### config.mk
export PLATFORM = sky130hd
export DESIGN_NAME = queue_wr_arbiter
export DESIGN_NICKNAME = d
export VERILOG_FILES = /design/src/rtl/queue_wr_arbiter_pkg.sv /design/src/rtl/queue_wr_arbiter_rr_arbiter.sv /design/src/rtl/queue_wr_arbiter.sv
export SDC_FILE = /design/constraint.sdc
export NUM_CORES = 1
export LEC_CHECK = 0
export CORE_UTILIZATION = 35
export CTS_CLUSTER_SIZE = 30
export DETAILED_ROUTE_END_ITERATION = 7
export PLACE_DENSITY = 0.82
export SYNTH_ARGS = -nofsm -noshare
export SYNTH_HDL_FRONTEND = slang
export SYNTH_SLANG_ARGS = --single-unit
### constraint.sdc
create_clock -name clk -period 3.52 [get_ports clk]
set_input_delay 0.352 -clock clk [delete_from_list [all_inputs] [get_ports clk]]
set_output_delay 0.352 -clock clk [all_outputs]
set_load 0.005 [all_outputs]
### src/rtl/queue_wr_arbiter_pkg.sv
// Shared definitions for the queue write arbiter: FSM encoding, default queue geometry
// and a small index-wrap helper for the rotating-priority search.
package queue_wr_arbiter_pkg;

    localparam int QARB_QUEUE_SIZE     = 8;
    localparam int QARB_QUEUE_SIZE_BIT = 3;

    typedef enum logic {
        QARB_ISSUE   = 1'b0,
        QARB_BLOCKED = 1'b1
    } qarb_state_e;

    // Operands are always below 2*n here, so one conditional subtract suffices.
    function automatic int qarb_wrap(input int idx, input int n);
        return (idx >= n) ? idx - n : idx;
    endfunction

endpackage

### src/rtl/queue_wr_arbiter_rr_arbiter.sv
// Purely combinational rotating-priority pick: the first set request at or after
// i_ptr (ascending, wrapping) wins.
module queue_wr_arbiter_rr_arbiter
    import queue_wr_arbiter_pkg::*;
#(
    parameter int NUM_REQ = 4,
    parameter int ID_W    = 2
) (
    input  logic [NUM_REQ-1:0] i_req,
    input  logic [ID_W-1:0]    i_ptr,
    output logic [NUM_REQ-1:0] o_grant,
    output logic [ID_W-1:0]    o_idx,
    output logic               o_any
);

    logic [ID_W-1:0] w_cand;

    always_comb begin
        o_grant = '0;
        o_idx   = '0;
        o_any   = 1'b0;
        w_cand  = '0;
        // Scan farthest-first so the nearest candidate overwrites earlier hits.
        for (int k = NUM_REQ - 1; k >= 0; k--) begin
            w_cand = ID_W'(qarb_wrap(int'(i_ptr) + k, NUM_REQ));
            if (i_req[w_cand]) begin
                o_grant         = '0;
                o_grant[w_cand] = 1'b1;
                o_idx           = w_cand;
                o_any           = 1'b1;
            end
        end
    end

endmodule

### src/rtl/queue_wr_arbiter.sv
// Round-robin write-side arbiter sharing one queue between NUM_REQ requesters, with
// credit-based flow control. Optional macro QARB_STALL_CNT_EN adds the stall_cnt output.
module queue_wr_arbiter
    import queue_wr_arbiter_pkg::*;
#(
    parameter int NUM_REQ        = 4,
    parameter int REQ_ID_WIDTH   = 2,
    parameter int DATA_WIDTH     = 32,
    parameter int QUEUE_SIZE     = QARB_QUEUE_SIZE,
    parameter int QUEUE_SIZE_BIT = QARB_QUEUE_SIZE_BIT
) (
    input  logic                          clk,
    input  logic                          rst,
    input  logic [NUM_REQ-1:0]            req_valid,
    input  logic [NUM_REQ*DATA_WIDTH-1:0] req_data,
    output logic [NUM_REQ-1:0]            req_ready,
    input  logic                          q_full,
    input  logic                          q_rd_en,
    output logic                          q_wr_en,
    output logic [DATA_WIDTH-1:0]         q_buf_in,
    output logic [REQ_ID_WIDTH-1:0]       q_grant_id,
    output logic [QUEUE_SIZE_BIT:0]       credits,
`ifdef QARB_STALL_CNT_EN
    output logic [15:0]                   stall_cnt,
`endif
    output logic                          o_fsm_state
);

    localparam int CW = QUEUE_SIZE_BIT + 1;
    localparam logic [CW-1:0] CRED_MAX = CW'(QUEUE_SIZE);

    logic                    r_wr_en;
    logic [DATA_WIDTH-1:0]   r_buf_in;
    logic [REQ_ID_WIDTH-1:0] r_grant_id;
    logic [CW-1:0]           r_credits;
    logic [REQ_ID_WIDTH-1:0] r_rr_ptr;
    qarb_state_e             r_state;

    logic [NUM_REQ-1:0]      w_grant_oh;
    logic [REQ_ID_WIDTH-1:0] w_win;
    logic                    w_any;
    logic                    w_can_grant;
    logic                    w_accept;
    logic                    w_pop;
    logic [CW-1:0]           w_credits_nxt;
    logic [REQ_ID_WIDTH-1:0] w_ptr_nxt;
    logic [DATA_WIDTH-1:0]   w_win_data;
    qarb_state_e             w_state_nxt;

    queue_wr_arbiter_rr_arbiter #(
        .NUM_REQ (NUM_REQ),
        .ID_W    (REQ_ID_WIDTH)
    ) u_rr (
        .i_req   (req_valid),
        .i_ptr   (r_rr_ptr),
        .o_grant (w_grant_oh),
        .o_idx   (w_win),
        .o_any   (w_any)
    );

    // Handshake: requester i transfers on a cycle where req_valid[i] & req_ready[i];
    // req_ready is combinational and one-hot to the round-robin winner, or all zero.
    assign w_can_grant = rst & (r_credits != '0) & ~q_full;
    assign req_ready   = w_can_grant ? w_grant_oh : '0;
    assign w_accept    = w_any & w_can_grant;
    assign w_pop       = q_rd_en & (r_credits < CRED_MAX);
    assign w_ptr_nxt   = (w_win == REQ_ID_WIDTH'(NUM_REQ - 1)) ? '0 : w_win + 1'b1;

    always_comb begin
        w_win_data = '0;
        for (int i = 0; i < NUM_REQ; i++) begin
            if (w_win == REQ_ID_WIDTH'(i)) w_win_data = req_data[i*DATA_WIDTH +: DATA_WIDTH];
        end
    end

    always_comb begin
        w_credits_nxt = r_credits;
        if (w_accept && !w_pop)      w_credits_nxt = r_credits - 1'b1;
        else if (w_pop && !w_accept) w_credits_nxt = r_credits + 1'b1;
    end

    always_comb begin
        w_state_nxt = QARB_ISSUE;
        if (w_credits_nxt == '0 || q_full) w_state_nxt = QARB_BLOCKED;
    end

    always_ff @(posedge clk) begin
        if (!rst) r_state <= QARB_ISSUE;
        else      r_state <= w_state_nxt;
    end

    always_ff @(posedge clk) begin
        if (!rst) begin
            r_wr_en    <= 1'b0;
            r_buf_in   <= '0;
            r_grant_id <= '0;
            r_credits  <= CRED_MAX;
            r_rr_ptr   <= '0;
        end else begin
            r_wr_en   <= w_accept;
            r_credits <= w_credits_nxt;
            if (w_accept) begin
                r_buf_in   <= w_win_data;
                r_grant_id <= w_win;
                r_rr_ptr   <= w_ptr_nxt;
            end
        end
    end

`ifdef QARB_STALL_CNT_EN
    logic [15:0] r_stall_cnt;

    always_ff @(posedge clk) begin
        if (!rst) r_stall_cnt <= '0;
        else if (r_state == QARB_BLOCKED && |req_valid && r_stall_cnt != 16'hFFFF)
            r_stall_cnt <= r_stall_cnt + 16'd1;
    end

    assign stall_cnt = r_stall_cnt;
`endif

    assign q_wr_en     = r_wr_en;
    assign q_buf_in    = r_buf_in;
    assign q_grant_id  = r_grant_id;
    assign credits     = r_credits;
    assign o_fsm_state = r_state;

endmodule

==> results of run 1 <==
==> layout by cell type, fill, tap and decap left out, types with 2 or more instances in the layout <==
| master | synthesis | final |
|---|---|---|
| a211o_1 | 5 | 5 |
| a21boi_0 | 3 | 3 |
| a21oi_1 | 73 | 73 |
| a221oi_1 | 4 | 4 |
| and2_1 | 2 | 2 |
| buf_12 | 0 | 4 |
| buf_4 | 0 | 10 |
| clkbuf_8 | 0 | 5 |
| clkdlybuf4s50_1 | 0 | 178 |
| clkinv_2 | 0 | 2 |
| dfxtp_1 | 42 | 42 |
| ha_1 | 14 | 11 |
| ha_2 | 0 | 3 |
| inv_1 | 12 | 12 |
| mux4_2 | 4 | 4 |
| nand2_1 | 74 | 74 |
| nand2b_1 | 4 | 4 |
| nand3_1 | 2 | 2 |
| nand3b_1 | 33 | 33 |
| nor2_1 | 8 | 8 |
| nor2b_1 | 3 | 3 |
| o211a_1 | 33 | 33 |
| o211ai_1 | 32 | 32 |
| o21ai_0 | 7 | 7 |
| o31ai_1 | 2 | 2 |
| o32ai_1 | 2 | 2 |
| xnor2_1 | 2 | 2 |
==> metal layers <==
| metal | vias to the layer above | GRT usage (%) |
|---|---|---|
| li1 | 1842 | - |
| met1 | 1744 | 25.46 |
| met2 | 142 | 40.32 |
| met3 | 15 | 6.187 |
| met4 | 0 | 5.828 |
| met5 | - | 0 |
==> path summary, 6_finish.rpt <==
path,cells after the start,from,endpoint,slack [ps]
setup reg to reg,15,r_rr_ptr[0],q_buf_in[15],320
hold / removal,2,q_grant_id[1],q_grant_id[1],480
setup / recovery,8,r_rr_ptr[0],req_ready[2],240
hold reg to reg,2,q_grant_id[1],q_grant_id[1],480
==> power breakdown <==
group / internal, uW / total [uW] / switching [uW]
sequential: 534 / 578 / 44.2
clock: 140 / 324 / 184
combinational: 585 / 1100 / 517
total: 1260 / 2000 / 745
==> logic make-up (layout without fill, tap and decap cells) <==
| group | Yosys count | in the layout |
|---|---|---|
| AO/OA/AOI/OAI | 169 | 169 |
| AND/OR/NAND/NOR | 131 | 131 |
| buffers and inverters | 54 | 214 |
| flip-flops | 42 | 42 |
| adder cells (fa/ha/maj) | 14 | 14 |
| multiplexers | 5 | 5 |
| XOR/XNOR | 2 | 2 |
==> metrics by stage <==
stage	utilization (%)	cells
after floorplan	-	417
after global placement	58.03	677
after detailed placement	58.03	677
after CTS	59.02	685
after global routing	59.02	685
final	59.02	685
==> tightest hold or removal path: stages (launching register included) <==
cell and delay [ps]:
dfxtp_1 320, nand2_1 50, a21boi_0 60
==> state kept, by name, summed over array words and instances (netlist names) <==
name,flops
q_wr_en,1
o_fsm_state,1
credits,4
q_buf_in,32
q_grant_id,2
r_rr_ptr,2
==> layout make-up <==
cell class | instances | area share [%]
clock buffer | 5 | 1.324
multi-input combinational | 321 | 41.24
inverter | 13 | 0.9389
sequential | 42 | 16.18
clock inverter | 3 | 0.3611
tap | 108 | 2.600
timing repair buffer | 193 | 37.36
==> qor.txt, run 1 <==
Routed wl met3 - 809 um
Site Rows - 34
Syn nets - 567
Worst EP required - 3170 ps
Yosys cell types - 40
Max Slew Vio Count - 0
Vias per cell - 5.464
HPWL Detailed - 7970 um
Worst-Margin Slew - 465.0 ps
CTS clock-pin slew for the worst setup and hold paths - 80 ps
Core Footprint - 8806 sq um
Gr ovfl total - 0
Post-synth top area share - 26.23%
# DRC - 18
Min cycle time layout - 3278 ps
Post-route setup TNS - 0 ps
Max H-tree Level - 2
Ys flop type - dfxtp_1
Clock skew - 11.98 ps
Final instance area - 5197 sq um
Area delta synth->final - 62.14%
Number of global-route vias before repair - 3730
Post-CTS Setup Inserts - 0
IO buf count - 179
Final nets - 726
Sequential cell area - 840.8 sq um
Synth Area in Adders - 5.464%
Tot GR Track Use - 22.20%
Detailed Route Iter0 Violations - 177
Routability Congestion - 0.9080
Most Frequent Cell on Critical Path - buf_4
Total wire length - 10810 um
Worst Hold Class - flip-flop to flip-flop
Yosys reg bits - 42
Combinational family with the most area after synthesis - compound AO/OA/AOI/OAI gates
First-pass GRT wire length - 17410 um
P per Cell Area - 385.6 nW/um^2
Mapped Cells - 417
Met2 routed WL - 5416 um
Simple-gate share of the synthesized area - 20.69%
Seq/Total Area, Yosys - 26.23%
DR top layer - met4
Starting density of the core - 36.40%
RSZ-0062 raised after global routing - no
Post-synthesis mux area share - 3.162%
Clock Latency Late Sink - 300 ps
Initial antenna violation count - 0
Avg WL per Cell - 15.78 um
Post-Route M1 WL - 4405 um
DP Worst Slack - 194.7 ps
Die width - 97.70 um
Area contributors post-synth - dfxtp_1 26%, a21oi_1 11%, o211a_1 10%, nand2_1 8.7%, nand3b_1 7.7%
Pleak - 0.002138 uW
I/O Pins - 180
Critical-path top delay cell - mux4_2
Filler cells - 788
Post-Syn Area - 3206 sq um
Maximum VDD drop - 0.0001927 V
PnR Total Power - 2004 uW
Max cap viols - 0
Multi-input combinational cell area - 2143 sq um
Final Cycle Share - 93.11%
Post-synth top area cell - dfxtp_1
Worst Setup Path Type - flip-flop to primary output
Compound-cell area share of the yosys netlist - 36.77%
Post-synth EDFFs - 0
# hold bufs at CTS - 0
Post-Synth XOR/XNOR Area - 0.5464%
Top post-synthesis cells by count - 74 x nand2_1, 73 x a21oi_1, 42 x dfxtp_1
Die H - 97.70 um
# resized after CTS - 0
Die ar. - 9545 sq um
Clock Sinks - 42
Worst-path cell chain - buf_4, mux4_2, nor2b_1, buf_4, a221oi_1, a211o_1, a21oi_1, clkdlybuf4s50_1
Failing checks - DRC
Most frequent cell after synthesis - nand2_1
Final hold vios - 0
Setup violators final - 0
First-pass DRT Iterations - 7
Largest stage delay, worst path - 590 ps
ANT cells - 0
Layout cells sized above 1 - 6.066%
Relative slew slack - 69.00%
Antenna Nets Post-Route - 0
CP top delay family - buffers and inverters
Clock Path Buffers - 2
Clk Tree Root Cell - clkbuf_8
Status - complete, but fails checks
Yosys warnings - 0
Critical path peak fanout - 8
CTS tree - done
Worst hold slack - 484.3 ps
Buf/Inv on CP - 3
Mean Syn Cell Area - 7.687 sq um
Pin count of the biggest net entering global routing - 65
F_max - 0.3051 GHz
Startpoint types - flip-flop
Placed standard-cell area - 5110 sq um
Async SR Flop Fraction - 0%
Setup crit end kind - primary output
Critical Path AT - 2930 ps
CTS Buf Count - 5
DR vias - 3743
Post-layout worst setup margin - 242.4 ps
Note: power is estimated with default switching activity, not from simulation.
==> inputs of run 2 (changes only) <==
--- a/config.mk
+++ b/config.mk
@@ -5,10 +5,11 @@
 export SDC_FILE = /design/constraint.sdc
 export NUM_CORES = 1
 export LEC_CHECK = 0
+export ABC_AREA = 1
 export CORE_UTILIZATION = 35
 export CTS_CLUSTER_SIZE = 30
 export DETAILED_ROUTE_END_ITERATION = 7
-export PLACE_DENSITY = 0.82
+export PLACE_DENSITY = 0.84
 export SYNTH_ARGS = -nofsm -noshare
 export SYNTH_HDL_FRONTEND = slang
 export SYNTH_SLANG_ARGS = --single-unit
==> run 2 against run 1 <==
Area after synthesis decreased by 5.5%. Final cell count is 7.9% higher. Fmax increased by 3.0%. Via count rose by 4.2%. Register-to-register slack better by 120 ps. Highest routed layer unchanged. The run now ends clean. Critical path type unchanged. Core utilization rose by 1.3 points. Critical endpoint is now req_ready[0]. Sequential cell count unchanged. Synthesized cell count grew 13%. Global-route usage is 1.8 points higher.
==> qor.txt, run 2 <==
# hold bufs at CTS - 0 (unchanged)
Clock Latency Late Sink - 290 ps (was 300 ps)
Mean Syn Cell Area - 6.418 sq um (was 7.687 sq um)
Area delta synth->final - 65.22% (was 62.14%)
Setup violators final - 0 (unchanged)
Pleak - 0.002131 uW (was 0.002138 uW)
Yosys cell types - 28 (was 40)
ANT cells - 0 (unchanged)
Clock Sinks - 42 (unchanged)
Status - completed (was complete, but fails checks)
Worst Hold Class - flip-flop to flip-flop (unchanged)
Gr ovfl total - 0 (unchanged)
Layout cells sized above 1 - 5.836% (was 6.066%)
Starting density of the core - 36.50% (was 36.40%)
Filler cells - 763 (was 788)
Die H - 95.03 um (was 97.70 um)
HPWL Detailed - 7959 um (was 7970 um)
IO buf count - 179 (unchanged)
Seq/Total Area, Yosys - 27.76% (was 26.23%)
Avg WL per Cell - 14.76 um (was 15.78 um)
# DRC - 0 (was 18)
CTS clock-pin slew for the worst setup and hold paths - 80 ps (about the same)
Async SR Flop Fraction - 0% (unchanged)
RSZ-0062 raised after global routing - no (unchanged)
CTS tree - done (unchanged)
Critical path peak fanout - 7 (was 8)
Yosys reg bits - 42 (unchanged)
Post-CTS Setup Inserts - 0 (unchanged)
Total wire length - 10910 um (was 10810 um)
DR vias - 3901 (was 3743)
Mapped Cells - 472 (was 417)
Routability Congestion - 0.8838 (was 0.9080)
CTS Buf Count - 5 (unchanged)
Post-route setup TNS - 0 ps (unchanged)
P per Cell Area - 535.8 nW/um^2 (was 385.6 nW/um^2)
Post-synth top area share - 27.76% (was 26.23%)
Final nets - 784 (was 726)
First-pass GRT wire length - 17190 um (was 17410 um)
Antenna Nets Post-Route - 0 (unchanged)
Number of flip-flops in the largest register - 32 (unchanged)
PnR Total Power - 2681 uW (was 2004 uW)
Worst-Margin Slew - 585.6 ps (was 465.0 ps)
Worst Setup Path Type - flip-flop to primary output (unchanged)
Post-synth top area cell - dfxtp_1 (unchanged)
Commonest non-fill, non-tap cell in the layout - clkdlybuf4s50_1 (unchanged)
Detailed Route Iter0 Violations - 146 (was 177)
Ys flop type - dfxtp_1 (unchanged)
Vias per cell - 5.279 (was 5.464)
Commonest cells after routing, fill and taps aside - 179 x clkdlybuf4s50_1, 94 x nand2_1, 76 x a21oi_1 (was 178 x clkdlybuf4s50_1, 74 x nand2_1, 73 x a21oi_1)
Clock skew - 5.579 ps (was 11.98 ps)
Critical Path AT - 2830 ps (was 2930 ps)
Yosys warnings - 0 (unchanged)
F_max - 0.3143 GHz (was 0.3051 GHz)
Clock Path Buffers - 2 (unchanged)
Die width - 95.03 um (was 97.70 um)
Post-synth EDFFs - 0 (unchanged)
Setup slack, reg-to-reg - 440 ps (was 320 ps)
Post-Syn Area - 3029 sq um (was 3206 sq um)
Initial antenna violation count - 0 (unchanged)
Maximum VDD drop - 0.0003541 V (was 0.0001927 V)
I/O Pins - 180 (unchanged)
Relative slew slack - 60.90% (was 69.00%)
Startpoint types - flip-flop (unchanged)
Worst hold slack - 523.9 ps (was 484.3 ps)
Min cycle time layout - 3182 ps (was 3278 ps)
Setup crit end kind - primary output (unchanged)
Number of global-route vias before repair - 3640 (was 3730)
Post-layout worst setup margin - 338.4 ps (was 242.4 ps)
Clk Tree Root Cell - clkbuf_8 (unchanged)
Worst EP required - 3170 ps (about the same)
Site Rows - 33 (was 34)
# resized after CTS - 0 (unchanged)
Syn nets - 622 (was 567)
Area contributors post-synth - dfxtp_1 28%, a21oi_1 13%, nand2_1 12%, o21ai_0 11%, nand3_1 7.3% (was dfxtp_1 26%, a21oi_1 11%, o211a_1 10%, nand2_1 8.7%, nand3b_1 7.7%)
Max Slew Vio Count - 0 (unchanged)
Final hold vios - 0 (unchanged)
Max H-tree Level - 2 (unchanged)
Final instance area - 5005 sq um (was 5197 sq um)
Placed standard-cell area - 4892 sq um (was 5110 sq um)
Most frequent cell after synthesis - nand2_1 (unchanged)
Top post-synthesis cells by count - 94 x nand2_1, 76 x a21oi_1, 69 x o21ai_0 (was 74 x nand2_1, 73 x a21oi_1, 42 x dfxtp_1)
Die ar. - 9031 sq um (was 9545 sq um)
DP Worst Slack - 498.4 ps (was 194.7 ps)
Final Cycle Share - 90.39% (was 93.11%)
Core Footprint - 8299 sq um (was 8806 sq um)
Pin count of the biggest net entering global routing - 39 (was 65)
Max cap viols - 0 (unchanged)
First-pass DRT Iterations - 5 (was 7)
Tot GR Track Use - 24.04% (was 22.20%)
[run 2: final timing paths]
| path | cells after the start | start | end |
|---|---|---|---|
| max | 10 | r_rr_ptr[1] | req_ready[0] |
| min | 2 | q_buf_in[25] | q_buf_in[25] |
| max reg2reg | 16 | r_rr_ptr[1] | q_buf_in[11] |
| min reg2reg | 2 | q_buf_in[25] | q_buf_in[25] |
[run 2: metrics by stage]
step	cells	utilization [%]
3_5_place_dp	732	58.95
6_report	739	60.30
4_1_cts	739	60.30
2_1_floorplan	472	-
5_1_grt	739	60.30
3_3_place_gp	732	58.95
[run 2: kinds of logic (layout without fill, tap and decap cells)]
group                    Yosys count  after routing  synth area share, %
AO/OA/AOI/OAI                    187            187                31.64
AND/OR/NAND/NOR                  164            164                25.53
buffers and inverters             63            225                8.467
flip-flops                        42             42                27.76
adder cells (fa/ha/maj)           14             14                5.783
XOR/XNOR                           2              2               0.8263
[run 2: routing by layer]
metal	global-route usage [%]	vias to the layer above	wire length [um]
met4	6.944	0	200
met2	43.17	183	5564
met1	28.78	1758	4356
met3	4.864	19	788
li1	-	1941	-
met5	0	-	0
[run 2: layout make-up]
class                   count  area (sq um)  area share [%]
multi-input cells         367          1932           38.60
repair buffers            189          1879           37.55
well taps                 105         131.4           2.625
clock buffers               6         82.58           1.650
flip-flops and latches     42         840.8           16.80
inverters                  29         108.9           2.175
clock inverters             1         30.03          0.6000
[run 2: worst max-delay path: stages, from the launching register on]
cell and delay [ps]:
dfxtp_1 460, inv_1 190, ha_1 350, inv_1 90
nand3_1 120, a21oi_1 330, nand2_1 110, o211ai_1 110
a21oi_1 90, a211oi_1 160, clkdlybuf4s50_1 530
[run 2: report_power, final]
group	leakage (uW)	internal (uW)	switching, uW
registers	0.000346	553	52.8
logic	0.00173	730	953
clock network	0.0000573	227	166
